===== src/rtl/tdm_demux_if.sv =====
// tdm_demux_if: bundle between a TDM line source and the demultiplexer.
//   in_valid/in_data/in_sync : one slot sample per cycle, in_sync marks slot 0
//   out_data                 : CH holding registers, channel k at [k*WIDTH +: WIDTH]
//   out_valid                : per-channel update strobe
//   frame_valid              : strobe when the last slot of a locked frame lands
//   locked                   : demux is frame-locked
//   sync_err                 : framing violation strobe
// master = line source / consumer side, slave = demultiplexer.
interface tdm_demux_if #(
  parameter int WIDTH = 8,
  parameter int CH    = 2
);
  logic                  in_valid;
  logic [WIDTH-1:0]      in_data;
  logic                  in_sync;
  logic [CH*WIDTH-1:0]   out_data;
  logic [CH-1:0]         out_valid;
  logic                  frame_valid;
  logic                  locked;
  logic                  sync_err;

  modport master (
    output in_valid, in_data, in_sync,
    input  out_data, out_valid, frame_valid, locked, sync_err
  );

  modport slave (
    input  in_valid, in_data, in_sync,
    output out_data, out_valid, frame_valid, locked, sync_err
  );
endinterface


===== src/rtl/tdm_demux.sv =====
// tdm_demux: receiving end of a shared TDM line carrying CH interleaved channels.
// Hunts for the slot-0 sync marker, locks to the frame, and steers each sample
// into its channel holding register. All outputs are registered (1-cycle latency).
//   clk   : rising-edge clock
//   rst_n : synchronous active-low reset
//   bus   : tdm_demux_if slave modport (sample input, holding registers, strobes)
module tdm_demux #(
  parameter int WIDTH = 8,
  parameter int CH    = 2
) (
  input  logic         clk,
  input  logic         rst_n,
  tdm_demux_if.slave   bus
);

  localparam int SLOT_W = (CH > 1) ? $clog2(CH) : 1;
  localparam logic [SLOT_W-1:0] LAST_SLOT = SLOT_W'(CH - 1);
  localparam logic [SLOT_W-1:0] SLOT_ONE  = SLOT_W'(1);

  typedef enum logic {HUNT = 1'b0, LOCK = 1'b1} state_t;

  state_t              state_q, state_d;
  logic [SLOT_W-1:0]   slot_q, slot_d;

  logic                wr_en;
  logic [SLOT_W-1:0]   wr_slot;
  logic                fv_d;
  logic                err_d;

  logic [CH-1:0][WIDTH-1:0] data_p1;
  logic [CH-1:0]            vld_p1;
  logic                     fv_p1;
  logic                     err_p1;
  logic                     lock_p1;

  // ---- stage p0: frame state register ----
  always_ff @(posedge clk) begin
    if (!rst_n) begin
      state_q <= HUNT;
      slot_q  <= '0;
    end else begin
      state_q <= state_d;
      slot_q  <= slot_d;
    end
  end

  always_comb begin
    state_d = state_q;
    slot_d  = slot_q;
    if (bus.in_valid) begin
      unique case (state_q)
        HUNT: begin
          if (bus.in_sync) begin
            state_d = LOCK;
            slot_d  = SLOT_ONE;
          end
        end
        LOCK: begin
          if (bus.in_sync) begin
            // expected or early sync both realign to slot 1
            slot_d = SLOT_ONE;
          end else if (slot_q == '0) begin
            // slot 0 arrived without its marker: lose lock
            state_d = HUNT;
            slot_d  = '0;
          end else begin
            slot_d = (slot_q == LAST_SLOT) ? '0 : slot_q + SLOT_ONE;
          end
        end
        default: ;
      endcase
    end
  end

  always_comb begin
    wr_en   = 1'b0;
    wr_slot = '0;
    fv_d    = 1'b0;
    err_d   = 1'b0;
    if (bus.in_valid) begin
      unique case (state_q)
        HUNT: begin
          wr_en = bus.in_sync;
        end
        LOCK: begin
          if (bus.in_sync) begin
            wr_en = 1'b1;
            err_d = (slot_q != '0);
          end else if (slot_q == '0) begin
            err_d = 1'b1;
          end else begin
            wr_en   = 1'b1;
            wr_slot = slot_q;
            fv_d    = (slot_q == LAST_SLOT);
          end
        end
        default: ;
      endcase
    end
  end

  // ---- stage p1: registered holding registers and strobes ----
  always_ff @(posedge clk) begin
    if (!rst_n) begin
      data_p1 <= '0;
      vld_p1  <= '0;
      fv_p1   <= 1'b0;
      err_p1  <= 1'b0;
      lock_p1 <= 1'b0;
    end else begin
      vld_p1 <= '0;
      if (wr_en) begin
        data_p1[wr_slot] <= bus.in_data;
        vld_p1[wr_slot]  <= 1'b1;
      end
      fv_p1   <= fv_d;
      err_p1  <= err_d;
      lock_p1 <= (state_d == LOCK);
    end
  end

  assign bus.out_data    = data_p1;
  assign bus.out_valid   = vld_p1;
  assign bus.frame_valid = fv_p1;
  assign bus.sync_err    = err_p1;
  assign bus.locked      = lock_p1;

endmodule

===== src/flat_wrapper.sv =====
// flat-port wrapper written by rule: the top's interface ports become plain ports
module tdm_demux_flat 
#(
  parameter int WIDTH = 8,
  parameter int CH    = 2
)
  (clk, rst_n, bus_in_valid, bus_in_data, bus_in_sync, bus_out_data, bus_out_valid, bus_frame_valid, bus_locked, bus_sync_err);
  tdm_demux_if #(.WIDTH(WIDTH), .CH(CH)) bus_i ();
  input  logic clk;
  input  logic rst_n;
  input wire logic [$bits(bus_i.in_valid)-1:0] bus_in_valid;
  input wire logic [$bits(bus_i.in_data)-1:0] bus_in_data;
  input wire logic [$bits(bus_i.in_sync)-1:0] bus_in_sync;
  output wire logic [$bits(bus_i.out_data)-1:0] bus_out_data;
  output wire logic [$bits(bus_i.out_valid)-1:0] bus_out_valid;
  output wire logic [$bits(bus_i.frame_valid)-1:0] bus_frame_valid;
  output wire logic [$bits(bus_i.locked)-1:0] bus_locked;
  output wire logic [$bits(bus_i.sync_err)-1:0] bus_sync_err;
  assign bus_i.in_valid = bus_in_valid;
  assign bus_i.in_data = bus_in_data;
  assign bus_i.in_sync = bus_in_sync;
  assign bus_out_data = bus_i.out_data;
  assign bus_out_valid = bus_i.out_valid;
  assign bus_frame_valid = bus_i.frame_valid;
  assign bus_locked = bus_i.locked;
  assign bus_sync_err = bus_i.sync_err;
  tdm_demux #(.WIDTH(WIDTH), .CH(CH)) u_core (.clk(clk), .rst_n(rst_n), .bus(bus_i));
endmodule

===== config.mk =====
export PLATFORM = sky130hd
export DESIGN_NAME = tdm_demux_flat
export DESIGN_NICKNAME = d
export VERILOG_FILES = /design/src/rtl/tdm_demux_if.sv /design/src/rtl/tdm_demux.sv /design/src/flat_wrapper.sv
export SDC_FILE = /design/constraint.sdc
export NUM_CORES = 1
export LEC_CHECK = 0
export ABC_AREA = 1
export CAP_MARGIN = 20
export CELL_PAD_IN_SITES_DETAIL_PLACEMENT = 1
export CELL_PAD_IN_SITES_GLOBAL_PLACEMENT = 2
export CORE_MARGIN = 2
export CORE_UTILIZATION = 20
export CTS_CLUSTER_SIZE = 12
export DETAILED_ROUTE_END_ITERATION = 8
export PLACE_DENSITY_LB_ADDON = 0.3
export SLEW_MARGIN = 20
export SYNTH_ARGS = -nofsm -noshare
export SYNTH_HDL_FRONTEND = slang
export SYNTH_SLANG_ARGS = --single-unit

===== constraint.sdc =====
create_clock -name clk -period 1.1 [get_ports clk]
set_input_delay 0.22 -clock clk [delete_from_list [all_inputs] [get_ports clk]]
set_output_delay 0.22 -clock clk [all_outputs]
set_load 0.005 [all_outputs]

==> results.sh <==
export IMPL_failed_checks="negative setup slack"
export IMPL_critPathMaxFanout=8
export IMPL_mappedNetlistNets=159
export IMPL_layout_setup_ws_ns=-0.153
export IMPL_num_io_pins=33
export IMPL_fmax_mhz=798
export IMPL_cts_hold_buf=0
export IMPL_synth_top_cell_by_area="dfxtp_1"
export IMPL_grt_pass1_wl_um=4540
export IMPL_p_comb_share_pct=19.2
export IMPL_cts_root_buffer="clkbuf_8"
export IMPL_min_delay_path_class="reg2reg"
export IMPL_synth_main_ff_cell="dfxtp_1"
export IMPL_power_density_nw_per_um2=1030
export IMPL_grt_max_degree=17
export IMPL_die_height_um=73.3
export IMPL_period_share_pct=114
export IMPL_tns_ns=-1.21
export IMPL_detailed_place_area_um2=1450
export IMPL_start_util_pct=20.5
export IMPL_setup_worst_path_end_class="register"
export IMPL_worstPathArrival_ns=1.45
export IMPL_clock_tree_buffer_depth=2
export IMPL_syn_area_per_cell_um2=6.63
export IMPL_antenna_found_initial=0
export IMPL_cts_tree="done"
export IMPL_remaining_drc_errors=0
export IMPL_drv_max_cap_violation_count=0
export IMPL_grt_setup_unrepaired="true"
export IMPL_synthesis_yosys_warnings=0
export IMPL_crit_path_start_kind="register"
export IMPL_hpwlAfterDp_um=2000
export IMPL_dr_pass1_iters=3
export IMPL_synth_commonest_cells="nand2_1, inv_1, nor2_1"
export IMPL_post_drt_wl_per_cell_um=11.6
export IMPL_synth_largest_type_area_fraction_pct=45.8
export IMPL_drt_antenna_violating_nets=0
export IMPL_final_setup_viol_count=14
export IMPL_worstPathRequired_ns=1.30
export IMPL_tightest_slew_ns=0.249
export IMPL_internal_power_uw=1240
export IMPL_fin_skew_ns=0.000659
export IMPL_cts_max_level=1
export IMPL_global_route_usage_total_pct=10.9
export IMPL_outcome="finished, violations left"
export IMPL_final_routed_wirelength_um=2850
export IMPL_synthesis_instances=145
export IMPL_diodes=0
export IMPL_report_final_slew_viol_count=0
export IMPL_clock_latency_ns=0.26
export IMPL_route_vias_total=989
export IMPL_final_period_minus_worst_setup_slack_ns=1.25
export IMPL_share_seq_of_total_power_pct=50.8
export IMPL_post_synthesis_sequential_element_count=22
export IMPL_finalWeightedCongestion=0.739
export IMPL_detail_route_vias_per_cell=4.02
export IMPL_area_growth_syn_to_layout_pct=70.2
export IMPL_clk_transition_reported_paths_ns=0.08
export IMPL_syn_area_um2=961
export IMPL_post_synth_top_count_cell="nand2_1"
export IMPL_ir_drop_uv=378
export IMPL_drive_gt1_share_pct=27.6
export IMPL_timing_setup_critical_path_class="reg2reg"
export IMPL_synth_async_reset_ratio_pct=0
export IMPL_yosys_top_cells_area="dfxtp_1, nand2_1, inv_1"
export IMPL_die_area_um2=5380
export IMPL_fp_dieW_um=73.3
export IMPL_seq_area_frac_synth_pct=45.8
export IMPL_port_buffers=32
export IMPL_netSwitchingFraction_pct=26.3
export IMPL_grt_overflow=0
export IMPL_timing_hold_violations_final=0
export IMPL_timing_max_slew_rel_slack_pct=83.4
export IMPL_numClockSinks=22
export IMPL_core_rowCount=25
export IMPL_floorplan_core_area_um2=4690
export IMPL_grt_pass1_vias=977
export IMPL_stdcell_area_um2=1640
export IMPL_power_clock_fraction_pct=30.0
export IMPL_power_switching_uw=443
export IMPL_synth_cell_type_count=13
export IMPL_timing_hold_ws_ns=0.511
export IMPL_total_leakage_power_uw=0.000880
export IMPL_cts_buffers_inserted=3
export IMPL_fin_nets=208
export IMPL_synth_edf_count=0
export IMPL_starting_drc_count_in_detailed_routing=22
power groups by stage:
stage	Combinational [uW]	Sequential (uW)	Clock (uW)
6_report	324	855	505
2_1_floorplan	127	877	0
3_3_place_gp	302	872	0
5_1_grt	367	862	561
4_1_cts	305	856	523
3_5_place_dp	308	873	0
cell families (layout without fill, tap and decap cells):
logic type	Yosys count	count (layout)	share of synthesized area, %
fa+ha+maj	2	2	2.60
flops	22	22	45.8
buf+inv	41	87	16.4
simple gates	78	79	34.1
compound gates	2	2	1.04
per-layer routing:
metal  wire length, um  track usage, %  share of wire [%]  vias up
li1                  -               -                  -      520
met1              1300            14.7                 46      450
met2              1440            17.2                 51       17
met3                82            1.92                2.9        2
met4                24            4.24               0.84        0
met5                 0               0                  0        -
path summary, 6_finish.rpt:
| kind | from | to | slack [ns] | cells past startpoint |
|---|---|---|---|---|
| worst max-delay path | u_core.slot_q | u_core.bus.out_data[13] | -0.15 | 9 |
| worst min-delay path | u_core.slot_q | u_core.slot_q | 0.51 | 2 |
| worst max register to register | u_core.slot_q | u_core.bus.out_data[13] | -0.15 | 9 |
| worst min register to register | u_core.slot_q | u_core.slot_q | 0.51 | 2 |
final cells by class:
cell class,instances,area [um2]
inverter,37,139
fill,592,3060
sequential,22,455
clock buffer,3,41.3
tap,54,67.6
timing repair buffer,47,450
multi-input combinational,83,482
critical path, stage by stage, from the launching register on:
cell and delay, ns:
dfxtp_4 0.37, inv_2 0.04, ha_4 0.16, inv_2 0.04, nand4_1 0.09, buf_6 0.16
clkbuf_16 0.16, nand2_1 0.05, nand2_1 0.04, nor2_1 0.08
timing repair:
item | 4_1_cts | 5_1_grt
hold endpoints to repair | 0 | 0
gates resized for setup | 46 | 19
endpoints found under the setup margin | 41 | 21
pin swaps | 5 | 6
cloned | 0 | 3
buffers inserted | 0 | 1
through the flow:
step | total power [uW] | instances | util [%] | worst slack, ns
after floorplan | 1000 | 145 | - | -0.0800
after global placement | 1170 | 239 | 30.8 | -0.526
after detailed placement | 1180 | 239 | 30.8 | -0.554
after CTS | 1680 | 242 | 32.6 | -0.136
after global routing | 1790 | 246 | 34.9 | -0.204
final | 1680 | 246 | 34.9 | -0.153
registers in the layout, summed over array words and instances, names as in the netlist:
name,count
u_core.bus.frame_valid,1
u_core.slot_q,1
u_core.bus.out_data,16
u_core.bus.locked,1
u_core.bus.out_valid,2
u_core.bus.sync_err,1
layout by cell type, fill, tap and decap left out:
cell type        count
nor2_4               1
clkdlybuf4s50_1      9
dfxtp_1             12
nand4_1              9
nor2_1              19
nand2_4              3
nand3_2              1
a21oi_2              1
nand3_4              2
buf_6                4
buf_4                9
buf_12               1
ha_4                 2
nor3_2               1
inv_2                3
clkbuf_8             3
nor2_2               6
dfxtp_4              1
dfxtp_2              9
a21oi_1              1
clkbuf_16            1
nor3_1               1
nand2_2              5
nand2_1             31
inv_1               34
dlygate4sd2_1       22
clkdlybuf4s15_1      1
No activity file was read; power rests on OpenSTA's default activity.
